<file path="src/rtl/fejkon_pcie_rx_decode.sv">
// BAR0 single-beat memory-request TLP decoder: turns MWr32/MRd32 into register requests and flags URs.
// Optional FEJKON_RX_DECODE_STATS_EN adds stat_wr/stat_rd/stat_ur event counters.
module fejkon_pcie_rx_decode #(
    parameter int BAR_ADDR_WIDTH = 12,
    parameter int MAX_PENDING    = 32
) (
    input  logic                      clk,
    input  logic                      reset,
    input  logic [255:0]              rx_st_data,
    input  logic                      rx_st_valid,
    input  logic                      rx_st_sop,
    input  logic                      rx_st_eop,
    input  logic [7:0]                rx_st_bar,
    output logic                      rx_st_ready,
    output logic                      wr_valid,
    input  logic                      wr_ready,
    output logic [BAR_ADDR_WIDTH-1:0] wr_addr,
    output logic [31:0]               wr_data,
    output logic                      rd_valid,
    input  logic                      rd_ready,
    output logic [BAR_ADDR_WIDTH-1:0] rd_addr,
    output logic [15:0]               rd_req_id,
    output logic [7:0]                rd_tag,
    output logic                      rd_ur,
    input  logic                      cpl_done,
    output logic                      cpl_err_ur_p,
    output logic                      cpl_err_ur_np,
`ifdef FEJKON_RX_DECODE_STATS_EN
    output logic [31:0]               stat_wr,
    output logic [31:0]               stat_rd,
    output logic [31:0]               stat_ur,
`endif
    output logic [5:0]                pending
);

    typedef enum logic [1:0] {S_IDLE, S_WR_OUT, S_RD_OUT, S_DROP} state_e;

    state_e                    state_q;
    logic                      wr_valid_q, rd_valid_q, rd_ur_q, ur_p_q, ur_np_q;
    logic [BAR_ADDR_WIDTH-1:0] wr_addr_q, rd_addr_q;
    logic [31:0]               wr_data_q;
    logic [15:0]               rd_req_id_q;
    logic [7:0]                rd_tag_q;
    logic [5:0]                pending_q, pending_d;

    logic [31:0] dw0, dw1, dw2, dw3, dw4, addr_w, data_w;
    logic [2:0]  fmt;
    logic [4:0]  typ;
    logic [9:0]  len;
    logic        is_mem, is_wr, is_4dw, hdr_ok, beat_acc, sop_acc, rd_hs, cpl_dec;

    assign dw0    = rx_st_data[31:0];
    assign dw1    = rx_st_data[63:32];
    assign dw2    = rx_st_data[95:64];
    assign dw3    = rx_st_data[127:96];
    assign dw4    = rx_st_data[159:128];
    assign fmt    = dw0[31:29];
    assign typ    = dw0[28:24];
    assign len    = dw0[9:0];
    assign addr_w = {dw2[31:2], 2'b00};
    // Qword-aligned payload placement: DW3 is padding when the address is 8-byte aligned
    assign data_w = addr_w[2] ? dw3 : dw4;

    assign is_mem = (typ == 5'd0) && !fmt[2];
    assign is_wr  = fmt[1];
    assign is_4dw = fmt[0];
    assign hdr_ok = (len == 10'd1) && (dw1[3:0] == 4'hF) && (dw1[7:4] == 4'h0) &&
                    rx_st_bar[0] && ((addr_w >> BAR_ADDR_WIDTH) == 32'd0) &&
                    rx_st_eop && !is_4dw;

    assign rx_st_ready = ((state_q == S_IDLE) && (pending_q < 6'(MAX_PENDING))) ||
                         (state_q == S_DROP);
    assign beat_acc = rx_st_valid && rx_st_ready;
    assign sop_acc  = beat_acc && rx_st_sop && (state_q == S_IDLE);
    assign rd_hs    = rd_valid_q && rd_ready;
    assign cpl_dec  = cpl_done && (pending_q != 6'd0);

    always_comb begin
        pending_d = pending_q;
        if (rd_hs && !cpl_dec)
            pending_d = pending_q + 6'd1;
        else if (!rd_hs && cpl_dec)
            pending_d = pending_q - 6'd1;
    end

    always_ff @(posedge clk) begin
        if (reset) begin
            state_q     <= S_IDLE;
            wr_valid_q  <= 1'b0;
            rd_valid_q  <= 1'b0;
            rd_ur_q     <= 1'b0;
            ur_p_q      <= 1'b0;
            ur_np_q     <= 1'b0;
            wr_addr_q   <= '0;
            wr_data_q   <= '0;
            rd_addr_q   <= '0;
            rd_req_id_q <= '0;
            rd_tag_q    <= '0;
            pending_q   <= '0;
        end else begin
            ur_p_q    <= 1'b0;
            ur_np_q   <= 1'b0;
            pending_q <= pending_d;
            case (state_q)
                S_IDLE: begin
                    if (sop_acc) begin
                        if (!rx_st_eop) begin
                            state_q <= S_DROP;
                            if (is_mem) begin
                                ur_p_q  <= is_wr;
                                ur_np_q <= !is_wr;
                            end
                        end else if (is_mem && is_wr) begin
                            if (hdr_ok) begin
                                wr_addr_q  <= addr_w[BAR_ADDR_WIDTH-1:0];
                                wr_data_q  <= data_w;
                                wr_valid_q <= 1'b1;
                                state_q    <= S_WR_OUT;
                            end else begin
                                ur_p_q <= 1'b1;
                            end
                        end else if (is_mem) begin
                            // Reads always go out so a UR completion can be returned
                            rd_valid_q  <= 1'b1;
                            rd_addr_q   <= is_4dw ? '0 : addr_w[BAR_ADDR_WIDTH-1:0];
                            rd_req_id_q <= dw1[31:16];
                            rd_tag_q    <= dw1[15:8];
                            rd_ur_q     <= !hdr_ok;
                            ur_np_q     <= !hdr_ok;
                            state_q     <= S_RD_OUT;
                        end
                    end
                end
                S_WR_OUT: begin
                    if (wr_ready) begin
                        wr_valid_q <= 1'b0;
                        state_q    <= S_IDLE;
                    end
                end
                S_RD_OUT: begin
                    if (rd_ready) begin
                        rd_valid_q <= 1'b0;
                        rd_ur_q    <= 1'b0;
                        state_q    <= S_IDLE;
                    end
                end
                S_DROP: begin
                    if (beat_acc && rx_st_eop)
                        state_q <= S_IDLE;
                end
                default: state_q <= S_IDLE;
            endcase
        end
    end

`ifdef FEJKON_RX_DECODE_STATS_EN
    logic [31:0] stat_wr_q, stat_rd_q, stat_ur_q;

    always_ff @(posedge clk) begin
        if (reset) begin
            stat_wr_q <= '0;
            stat_rd_q <= '0;
            stat_ur_q <= '0;
        end else begin
            if (wr_valid_q && wr_ready) stat_wr_q <= stat_wr_q + 32'd1;
            if (rd_hs)                  stat_rd_q <= stat_rd_q + 32'd1;
            if (ur_p_q || ur_np_q)      stat_ur_q <= stat_ur_q + 32'd1;
        end
    end

    assign stat_wr = stat_wr_q;
    assign stat_rd = stat_rd_q;
    assign stat_ur = stat_ur_q;
`endif

    assign wr_valid      = wr_valid_q;
    assign wr_addr       = wr_addr_q;
    assign wr_data       = wr_data_q;
    assign rd_valid      = rd_valid_q;
    assign rd_addr       = rd_addr_q;
    assign rd_req_id     = rd_req_id_q;
    assign rd_tag        = rd_tag_q;
    assign rd_ur         = rd_ur_q;
    assign cpl_err_ur_p  = ur_p_q;
    assign cpl_err_ur_np = ur_np_q;
    assign pending       = pending_q;

    wire unused_bits = &{1'b0, rx_st_data[255:160], dw0[23:10], dw2[1:0], rx_st_bar[7:1]};

endmodule

</file>
<file path="config.mk">
export PLATFORM = sky130hd
export DESIGN_NAME = fejkon_pcie_rx_decode
export DESIGN_NICKNAME = d
export VERILOG_FILES = /design/src/rtl/fejkon_pcie_rx_decode.sv
export SDC_FILE = /design/constraint.sdc
export NUM_CORES = 1
export LEC_CHECK = 0
export ABC_AREA = 1
export CORE_AREA = 2 2 140 142
export CTS_BUF_LIST = sky130_fd_sc_hd__clkbuf_16
export DETAILED_ROUTE_END_ITERATION = 6
export DIE_AREA = 0 0 142 144
export GPL_TIMING_DRIVEN = 0
export MAX_ROUTING_LAYER = met4
export PLACE_DENSITY_LB_ADDON = 0.25
export SYNTH_ARGS = -nofsm -noshare
export SYNTH_HDL_FRONTEND = slang
export SYNTH_SLANG_ARGS = --single-unit
</file>
<file path="constraint.sdc">
create_clock -name clk -period 2.01 [get_ports clk]
set_input_delay 0.3015 -clock clk [delete_from_list [all_inputs] [get_ports clk]]
set_output_delay 0.3015 -clock clk [all_outputs]
set_load 0.01 [all_outputs]
</file>
# Word-level counts from Yosys, hierarchy flattened
# Cells that the tools add are included.
[op_classes]
n_addsub = 2
order_cmp = 1
n_eq_ne = 16
n_mux = 38
bitwise_logic = 3
reduce_logical = 38
[ops]
columns = ["op", "n"]
rows = [
  ["$logic_not A32 Y1", 1],
  ["$mux W32", 1],
  ["$mux W1", 22],
  ["$reduce_and A6 Y1", 3],
  ["$logic_and A1 B1 Y1", 17],
  ["$mux W2", 8],
  ["$ne A2 B2 Y1 const B", 7],
  ["$mux W12", 1],
  ["$mux W6", 2],
  ["$eq A10 B1 Y1 const B", 1],
  ["$reduce_and A5 Y1", 2],
  ["$pmux W2 S4", 1],
  ["$add A6 B1 Y6 const B", 1],
  ["$logic_not A1 Y1", 6],
  ["$lt A6 B6 Y1 const B", 1],
  ["$pmux W1 S2", 3],
  ["$reduce_bool A2 Y1", 3],
  ["$reduce_bool A6 Y1", 1],
  ["$sub A6 B1 Y6 const B", 1],
  ["$logic_not A5 Y1", 1],
  ["$eq A2 B2 Y1 const B", 2],
  ["$eq A4 B4 Y1 const B", 1],
  ["$logic_not A4 Y1", 1],
  ["$ne A2 B1 Y1 const B", 2],
  ["other kinds (7)", 9],
]
[word_totals]
reg_bits = 91
in_bits = 272
wordCells = 110

# Logic depth before layout (Yosys ltp)
# Gate-level depths: netlist (run 1).
[depth]
word_depth = 13
ltp_mapped = 14
ltp_nobuf = 14

# Worst setup path before layout (run 1)
# Ideal clock, no wire load.
[synth_path]
path_type = "register to register"
start = "register pending_q[0], in the netlist pending[0]"
end = "register pending_q[3], in the netlist pending[3]"
arrival_time_ps = 1993
required_time_ps = 1895
path_slack_ps = -99
stages_incl_launch_ff = 12
path_buffers = 0
period_less_slack_ps = 2109
path_cell_list = "dfxtp_1 > inv_1 > nand4_1 > o31ai_1 > ha_1 > inv_1 > ha_1 > a21oi_1 > nand2_1 > xor2_1 > o21ai_0 > inv_1"
[synth_via]
elab_chain_len = 5
word_cells_on_any_way = 10
classes_between = "2 x add/sub; 2 x mux; 6 x reduce/logical"
[synth_lines]
columns = ["element", "line_no", "text"]
rows = [
  ["start: declaration", "44", "logic [5:0] pending_q, pending_d;"],
  ["start signal: assignment", "103", "pending_q <= pending_d;"],
  ["branches (longest 5 deep; another with $sub A6 B1 Y6)", "-", ""],
]
# Several ways; the timed one is not identified. The select of a mux whose other input is x is not followed.
# A chain may end at the register's enable or synchronous reset.

# Final worst setup path (run 1)
[layout_path]
start = "register pending_q[0], in the netlist pending[0]"
end = "register pending_q[5], in the netlist pending[5]"
# Same word-level chain as after synthesis.

==> metrics.md, run 1 <==
| Metric | Value |
|---|---|
| Outcome | finished clean |
| Wire per inst | 14.1 um |
| Comb pwr share | 32.5% |
| Yosys reg bits | 89 |
| Initial antenna violation count | 2 |
| Net Sw Power | 1.61 mW |
| P&R area growth vs syn | 73.1% |
| Mapped Area | 4430 um2 |
| Critical path startpoint category | flip-flop |
| Post-detail-place hpwl | 12400 um |
| CTS Buffer Depth | 2 |
| Headroom to the max-slew limit | 55.5% |
| I/O pin count | 364 |
| Crit Path Category | reg -> reg |
| Reg clk slew, reported paths | 0.07 ns |
| Synthesized instance count | 607 |
| Worst-Skew Late Latency | 0.34 ns |
| Pwr per Cell Area | 704 nW/um2 |
| Critical path required time | 2.28 ns |
| CTS sink cnt | 89 |
| Final hold slack | 0.449 ns |
| Global route overflow | 0 |
| Die width | 142 um |
| Register area share after synthesis | 40.2% |
| Fillers | 2019 |
| Total vias in the final route | 4599 |
| Fraction of power spent switching nets | 29.7% |
| Total negative slack | 0 ns |
| Max VDD drop | 0.000584 V |
| First-pass GRT wire length | 23400 um |
| Worst min path class | in -> reg |
| Pre-Repair DR Iteration Count | 4 |
| H-tree depth | 3 |
| Met1 Use GR | 18.6% |
| Pins Over Slew Limit | 0 |
| CORE AREA | 19100 um2 |
| Final Cycle Share | 99.0% |
| Number of global-route vias before repair | 4393 |
| Initial Utilization | 23.2% |
| Total die area | 20400 um2 |
| CP Capture Type | flip-flop |
| RSZ-0062 raised after global routing | true |
| Post-DR vias/cell | 4.10 |
| Met2 usage | 23.8% |
| Total Nets Final | 1154 |
| Leak pwr | 3.22 nW |
| Number of setup violations in the final report | 0 |
| Root Buffer | clkbuf_16 |
| GR Util All Layers | 15.4% |
| Largest net degree at the start of global routing | 17 |
| Share of cells above drive strength 1 | 13.6% |
| Post-route ant nets | 0 |
| Post-synth cell types | 34 |
| GP Congestion | 0.788 |
| Post-Route Utilization | 40.2% |
| Critical path arrival | 2.26 ns |
| Sequential Power Share | 35.7% |
| Worst slew pin tran | 0.668 ns |
| Clock Skew | 0.00688 ns |
| DRT Wirelength | 15800 um |
| CTS tree | done |
| Buffers on Ports | 239 |
| Most used routing layer | met2 |
| Hold Buf Count CTS | 0 |
| Die Height | 144 um |
| Crit Path Max Fanout | 4 |
| Max Clock Freq | 502 MHz |
| P_int | 3.80 mW |
| Max-cap violations | 0 |
| DRC Markers | 0 |
| M3 GR Usage | 5.89% |
| # rows | 51 |
| CTS buffer count | 9 |
| Clock Power Share | 31.9% |
| DRT iter0 DRCs | 114 |
| Final worst path period need | 1.99 ns |
| Post-Syn Area per Cell | 7.31 um2 |
| Final hold violation count | 0 |
| Yosys warnings | 0 |
-- through the flow --
step / cells / instance area [um2] / setup slack, ns / power, mW
after floorplan: 610 / 4490 / 0.0208 / 2.81
after global placement: 1087 / 7180 / -0.627 / 3.45
after detailed placement: 1087 / 7180 / -0.567 / 3.45
after CTS: 1115 / 7610 / -0.0126 / 5.35
after global routing: 1121 / 7680 / -0.136 / 5.76
final: 1121 / 7680 / 0.0193 / 5.41
-- registers in the layout, indices dropped and copies added (netlist names) --
signal	cells
wr_data	32
rd_req_id	16
rd_addr	10
wr_addr	10
rd_tag	8
pending	6
state_q	2
cpl_err_ur_np	1
cpl_err_ur_p	1
rd_ur	1
rd_valid	1
wr_valid	1
-- area by class of cell --
class	instances	area, um2	area share [%]
plain buffers	32	180	2.35
repair buffers	256	2520	32.9
flip-flops and latches	89	1790	23.3
clock buffers	9	225	2.93
diodes	2	5.00	0.0652
inverters	84	318	4.14
multi-input cells	404	2260	29.4
clock inverters	7	77.6	1.01
well taps	238	298	3.88
-- cells in the final DEF, fill, tap and decap left out, types with 3 or more instances in the layout --
cell type / Yosys / routed
a21oi_1: 21 / 20
buf_2: 8 / 7
buf_4: 5 / 21
buf_6: 3 / 5
clkbuf_1: 15 / 12
clkbuf_16: 0 / 9
clkdlybuf4s50_1: 0 / 237
conb_1: 1 / 4
dfxtp_1: 89 / 85
dfxtp_2: 0 / 3
ha_4: 0 / 3
inv_1: 82 / 75
inv_2: 1 / 7
mux2_2: 32 / 32
nand2_1: 91 / 90
nand3_1: 11 / 10
nand4_1: 4 / 4
nor2_1: 141 / 138
nor3_1: 12 / 12
nor3b_1: 22 / 22
nor3b_2: 10 / 10
o21ai_0: 34 / 32
xnor2_1: 3 / 3
-- kinds of logic (layout without fill, tap and decap cells) --
group	after synthesis	count (layout)	share of synthesized area [%]
flip-flops	89	89	40.2
other	1	6	0.0846
AO/OA/AOI/OAI	61	61	7.25
buffers and inverters	117	388	11.1
multiplexers	32	32	8.13
adder cells (fa/ha/maj)	6	6	1.86
XOR/XNOR	4	4	0.790
AND/OR/NAND/NOR	297	297	30.6
-- path summary, 6_finish.rpt --
check	endpoint	slack, ns	from	depth (start not counted)
max	pending[5]$_SDFFE_PP0P_	0.02	pending[0]$_SDFFE_PP0P_	14
min	state_q[0]$_SDFFE_PP0P_	0.45	rx_st_eop	6
max reg2reg	pending[5]$_SDFFE_PP0P_	0.02	pending[0]$_SDFFE_PP0P_	14
min reg2reg	wr_valid$_SDFFE_PP0P_	0.45	wr_valid$_SDFFE_PP0P_	2
-- layer usage --
metal	up-vias	routed length, um
met5	-	0
met1	1984	7100
met3	15	1540
li1	2428	-
met2	172	6880
met4	0	235
-- power by group through the flow --
stage / clock network [mW] / logic [mW] / registers [mW]
detailed placement: 0 / 1.48 / 1.97
finish: 1.72 / 1.75 / 1.93
CTS: 1.80 / 1.63 / 1.92
global placement: 0 / 1.48 / 1.98
floorplan: 0 / 0.826 / 1.99
global route: 1.88 / 1.95 / 1.93
-- critical path, stage by stage (launching register included) --
cell      delay (ns)
dfxtp_4         0.35
inv_2           0.05
nand4_1         0.10
o31ai_2         0.20
ha_2            0.24
inv_4           0.07
ha_4            0.30
nand2_4         0.06
inv_2           0.04
nand4_1         0.10
o211ai_1        0.11
nand2_1         0.07
nand2_1         0.07
nand2_1         0.05
a21oi_1         0.13
-- repair_timing --
| action | CTS | global route |
|---|---|---|
| setup buffers | 13 | 4 |
| gates resized for setup | 20 | 11 |
| pin swaps | 8 | 7 |
| gates cloned | 0 | 0 |
| endpoints found under the setup margin | 46 | 45 |
-- synth_stat cells --
| cell type | number | share of area, % |
|---|---|---|
| nor2_1 | 141 | 12 |
| nand2_1 | 91 | 7.7 |
| dfxtp_1 | 89 | 40 |
| inv_1 | 82 | 6.9 |
| o21ai_0 | 34 | 3.8 |
| mux2_2 | 32 | 8.1 |
| nor3b_1 | 22 | 3.7 |
| a21oi_1 | 21 | 2.4 |
| clkbuf_1 | 15 | 1.3 |
| nor3_1 | 12 | 1.4 |
| nand3_1 | 11 | 1.2 |
| nor3b_2 | 10 | 2.8 |
| buf_2 | 8 | 0.90 |
| buf_4 | 5 | 0.85 |
| ha_1 | 5 | 1.4 |
| nand4_1 | 4 | 0.56 |
| buf_6 | 3 | 0.76 |
| o31ai_1 | 3 | 0.51 |
| xnor2_1 | 3 | 0.59 |
| buf_1 | 2 | 0.17 |
| a211oi_1 | 1 | 0.17 |
| and2_1 | 1 | 0.14 |
| clkinv_1 | 1 | 0.085 |
| conb_1 | 1 | 0.085 |
| fa_1 | 1 | 0.45 |
| inv_2 | 1 | 0.085 |
| nand2_2 | 1 | 0.14 |
| nand4_4 | 1 | 0.48 |
| nor2_4 | 1 | 0.25 |
| nor4_1 | 1 | 0.14 |
| o2111ai_1 | 1 | 0.20 |
| o211ai_1 | 1 | 0.17 |
| or2_2 | 1 | 0.14 |
| xor2_1 | 1 | 0.20 |
No activity file was read; power rests on OpenSTA's default activity.
==> inputs of run 2 (changes only) <==
REMOVE_ABC_BUFFERS = 1   (was not set)
==> metrics.md, run 2 (synthesis results as in run 1) <==
| Metric | Value |
|---|---|
| CP Buf/Inv Count | 3 |
| Final worst path period need | 2.15 ns |
| CTS sink cnt | 89 |
| Critical path arrival | 2.43 ns |
| Fillers | 2044 |
| Post-route ant nets | 0 |
| Failing checks | setup timing |
| First-pass GRT wire length | 21900 um |
| Wire per inst | 13.3 um |
| Total die area | 20400 um2 |
| Clock Power Share | 30.5% |
| I/O pin count | 364 |
| Pre-Repair DR Iteration Count | 4 |
| Seq. cell area | 1800 um2 |
| GP Congestion | 0.817 |
| Most common cell after layout, fill and taps aside | clkdlybuf4s50_1 |
| CP Capture Type | flip-flop |
| Total negative slack | -0.363 ns |
| CTS buffer count | 9 |
| H-tree depth | 3 |
| Pwr per Cell Area | 692 nW/um2 |
| Number of setup violations in the final report | 4 |
| Pins Over Slew Limit | 0 |
| Crit Path Max Fanout | 4 |
| Global route overflow | 0 |
| Worst R2R Start | pending[3]$_SDFFE_PP0P_ |
| Initial antenna violation count | 0 |
| Final Cycle Share | 107% |
| Max VDD drop | 0.000412 V |
| DRT iter0 DRCs | 112 |
| Critical path required time | 2.29 ns |
| Worst slew pin tran | 1.23 ns |
| Max-cap violations | 0 |
| Leak pwr | 3.14 nW |
| Root Buffer | clkbuf_16 |
| Initial Utilization | 23.2% |
| Comb pwr share | 32.0% |
| CTS Buffer Depth | 2 |
| Post-detail-place hpwl | 10800 um |
| Crit Path Category | reg -> reg |
| Total vias in the final route | 4551 |
| Clock Skew | 0.00801 ns |
| Number of global-route vias before repair | 4340 |
| Total Nets Final | 1123 |
| CP cell instances | inv_2 -> nand4_1 -> o31ai_2 -> ha_2 -> clkinvlp_4 -> ha_4 -> nand2_4 -> inv_2 -> nand4_1 -> o211ai_1 -> nand2_1 -> nand2_1 -> nand2_1 -> a21oi_2 |
| Worst-Skew Late Latency | 0.34 ns |
| Headroom to the max-slew limit | 18.2% |
| Final hold slack | 0.449 ns |
| Share of cells above drive strength 1 | 12.0% |
| Min-delay src | wr_valid$_SDFFE_PP0P_ |
| Outcome | complete, but fails checks |
| Worst Slack Setup Final | -0.137 ns |
| Antenna Diode Count | 0 |
| Max Clock Freq | 466 MHz |
| Largest net degree at the start of global routing | 41 |
| Cell family with most CP delay | adder cells |
| CTS tree | done |
| CORE AREA | 19100 um2 |
| Net Sw Power | 1.59 mW |
| Fraction of power spent switching nets | 30.6% |
| Post-DR vias/cell | 4.18 |
| Worst min path class | reg -> reg |
| Crit-path slowest cell | dfxtp_4 |
| Die Height | 144 um |
| Max FFs per register | 32 |
| P_int | 3.60 mW |
| Final hold violation count | 0 |
| Setup crit start | pending[3]$_SDFFE_PP0P_ |
| Reg clk slew, reported paths | 0.07 ns |
| DRT Wirelength | 14500 um |
| RSZ-0062 raised after global routing | true |
| Die width | 142 um |
| CP most frequent cell | nand2_1 |
| Critical path startpoint category | flip-flop |
| Commonest cells after routing, fill and taps aside | clkdlybuf4s50_1, nor2_1, nand2_1 |
| CP max stage delay | 0.35 ns |
| P&R area growth vs syn | 69.4% |
| DRC Markers | 0 |
| Buffers on Ports | 240 |
| Setup Slack @ Placement | -1.22 ns |
| GR Util All Layers | 14.2% |
| Hold Buf Count CTS | 0 |
| Sequential Power Share | 37.6% |
| # rows | 51 |
| Area of the multi-input gates | 2250 um2 |
==> run 2: cell count changes in the layout (fill, tap and decap cells not counted), sizes merged <==
cell,previous run,this run
buf,35,19
bufinv,1,0
clkbuf,23,9
clkinv,3,5
clkinvlp,2,3
diode,2,0
dlymetal6s2s,1,0
inv,85,83
==> run 2: layer usage <==
layer  routed length [um]  up-vias  track usage (%)
met2                 6140      183             21.6
li1                     -     2370                -
met1                 7080     1986             18.4
met3                 1100       12             3.77
met5                    0        -                -
met4                  172        0             4.42
==> run 2: metrics by stage <==
step           total power, mW  cell area [um2]  cells  utilization [%]
2_1_floorplan             2.69             4270    577                -
3_3_place_gp              3.36             6970   1055             36.5
3_5_place_dp              3.35             7040   1060             36.9
4_1_cts                   5.20             7460   1085             39.1
5_1_grt                   5.52             7510   1088             39.4
6_report                  5.20             7510   1088             39.4
==> run 2: layout make-up <==
cell class / count / share of cell area, %
multi-input combinational: 404 / 30.0
timing repair buffer: 257 / 34.0
clock inverter: 7 / 0.633
clock buffer: 9 / 3.00
tap: 238 / 3.96
inverter: 84 / 4.45
sequential: 89 / 23.9
==> run 2: power groups by stage <==
stage / Sequential (mW) / Combinational, mW / Clock, mW
after floorplan: 1.98 / 0.713 / 0
after global routing: 1.96 / 1.83 / 1.72
final: 1.95 / 1.66 / 1.58
after detailed placement: 1.98 / 1.38 / 0
after CTS: 1.95 / 1.59 / 1.66
after global placement: 1.98 / 1.38 / 0
==> run 2: final timing paths <==
| kind | to | slack [ns] | depth (start not counted) |
|---|---|---|---|
| max | pending[5]$_SDFFE_PP0P_ | -0.14 | 14 |
| min | wr_valid$_SDFFE_PP0P_ | 0.45 | 2 |
| max reg2reg | pending[5]$_SDFFE_PP0P_ | -0.14 | 14 |
| min reg2reg | wr_valid$_SDFFE_PP0P_ | 0.45 | 2 |
==> run 2: worst min-delay path: stages (launching register included) <==
cell and delay, ns:
dfxtp_1 0.31, inv_1 0.04, a21oi_1 0.05
==> run 2: what timing repair did <==
action	CTS	global route
setup buffers	9	3
pin swaps	8	6
cloned	0	0
endpoints found under the setup margin	84	65
gates resized for setup	27	10
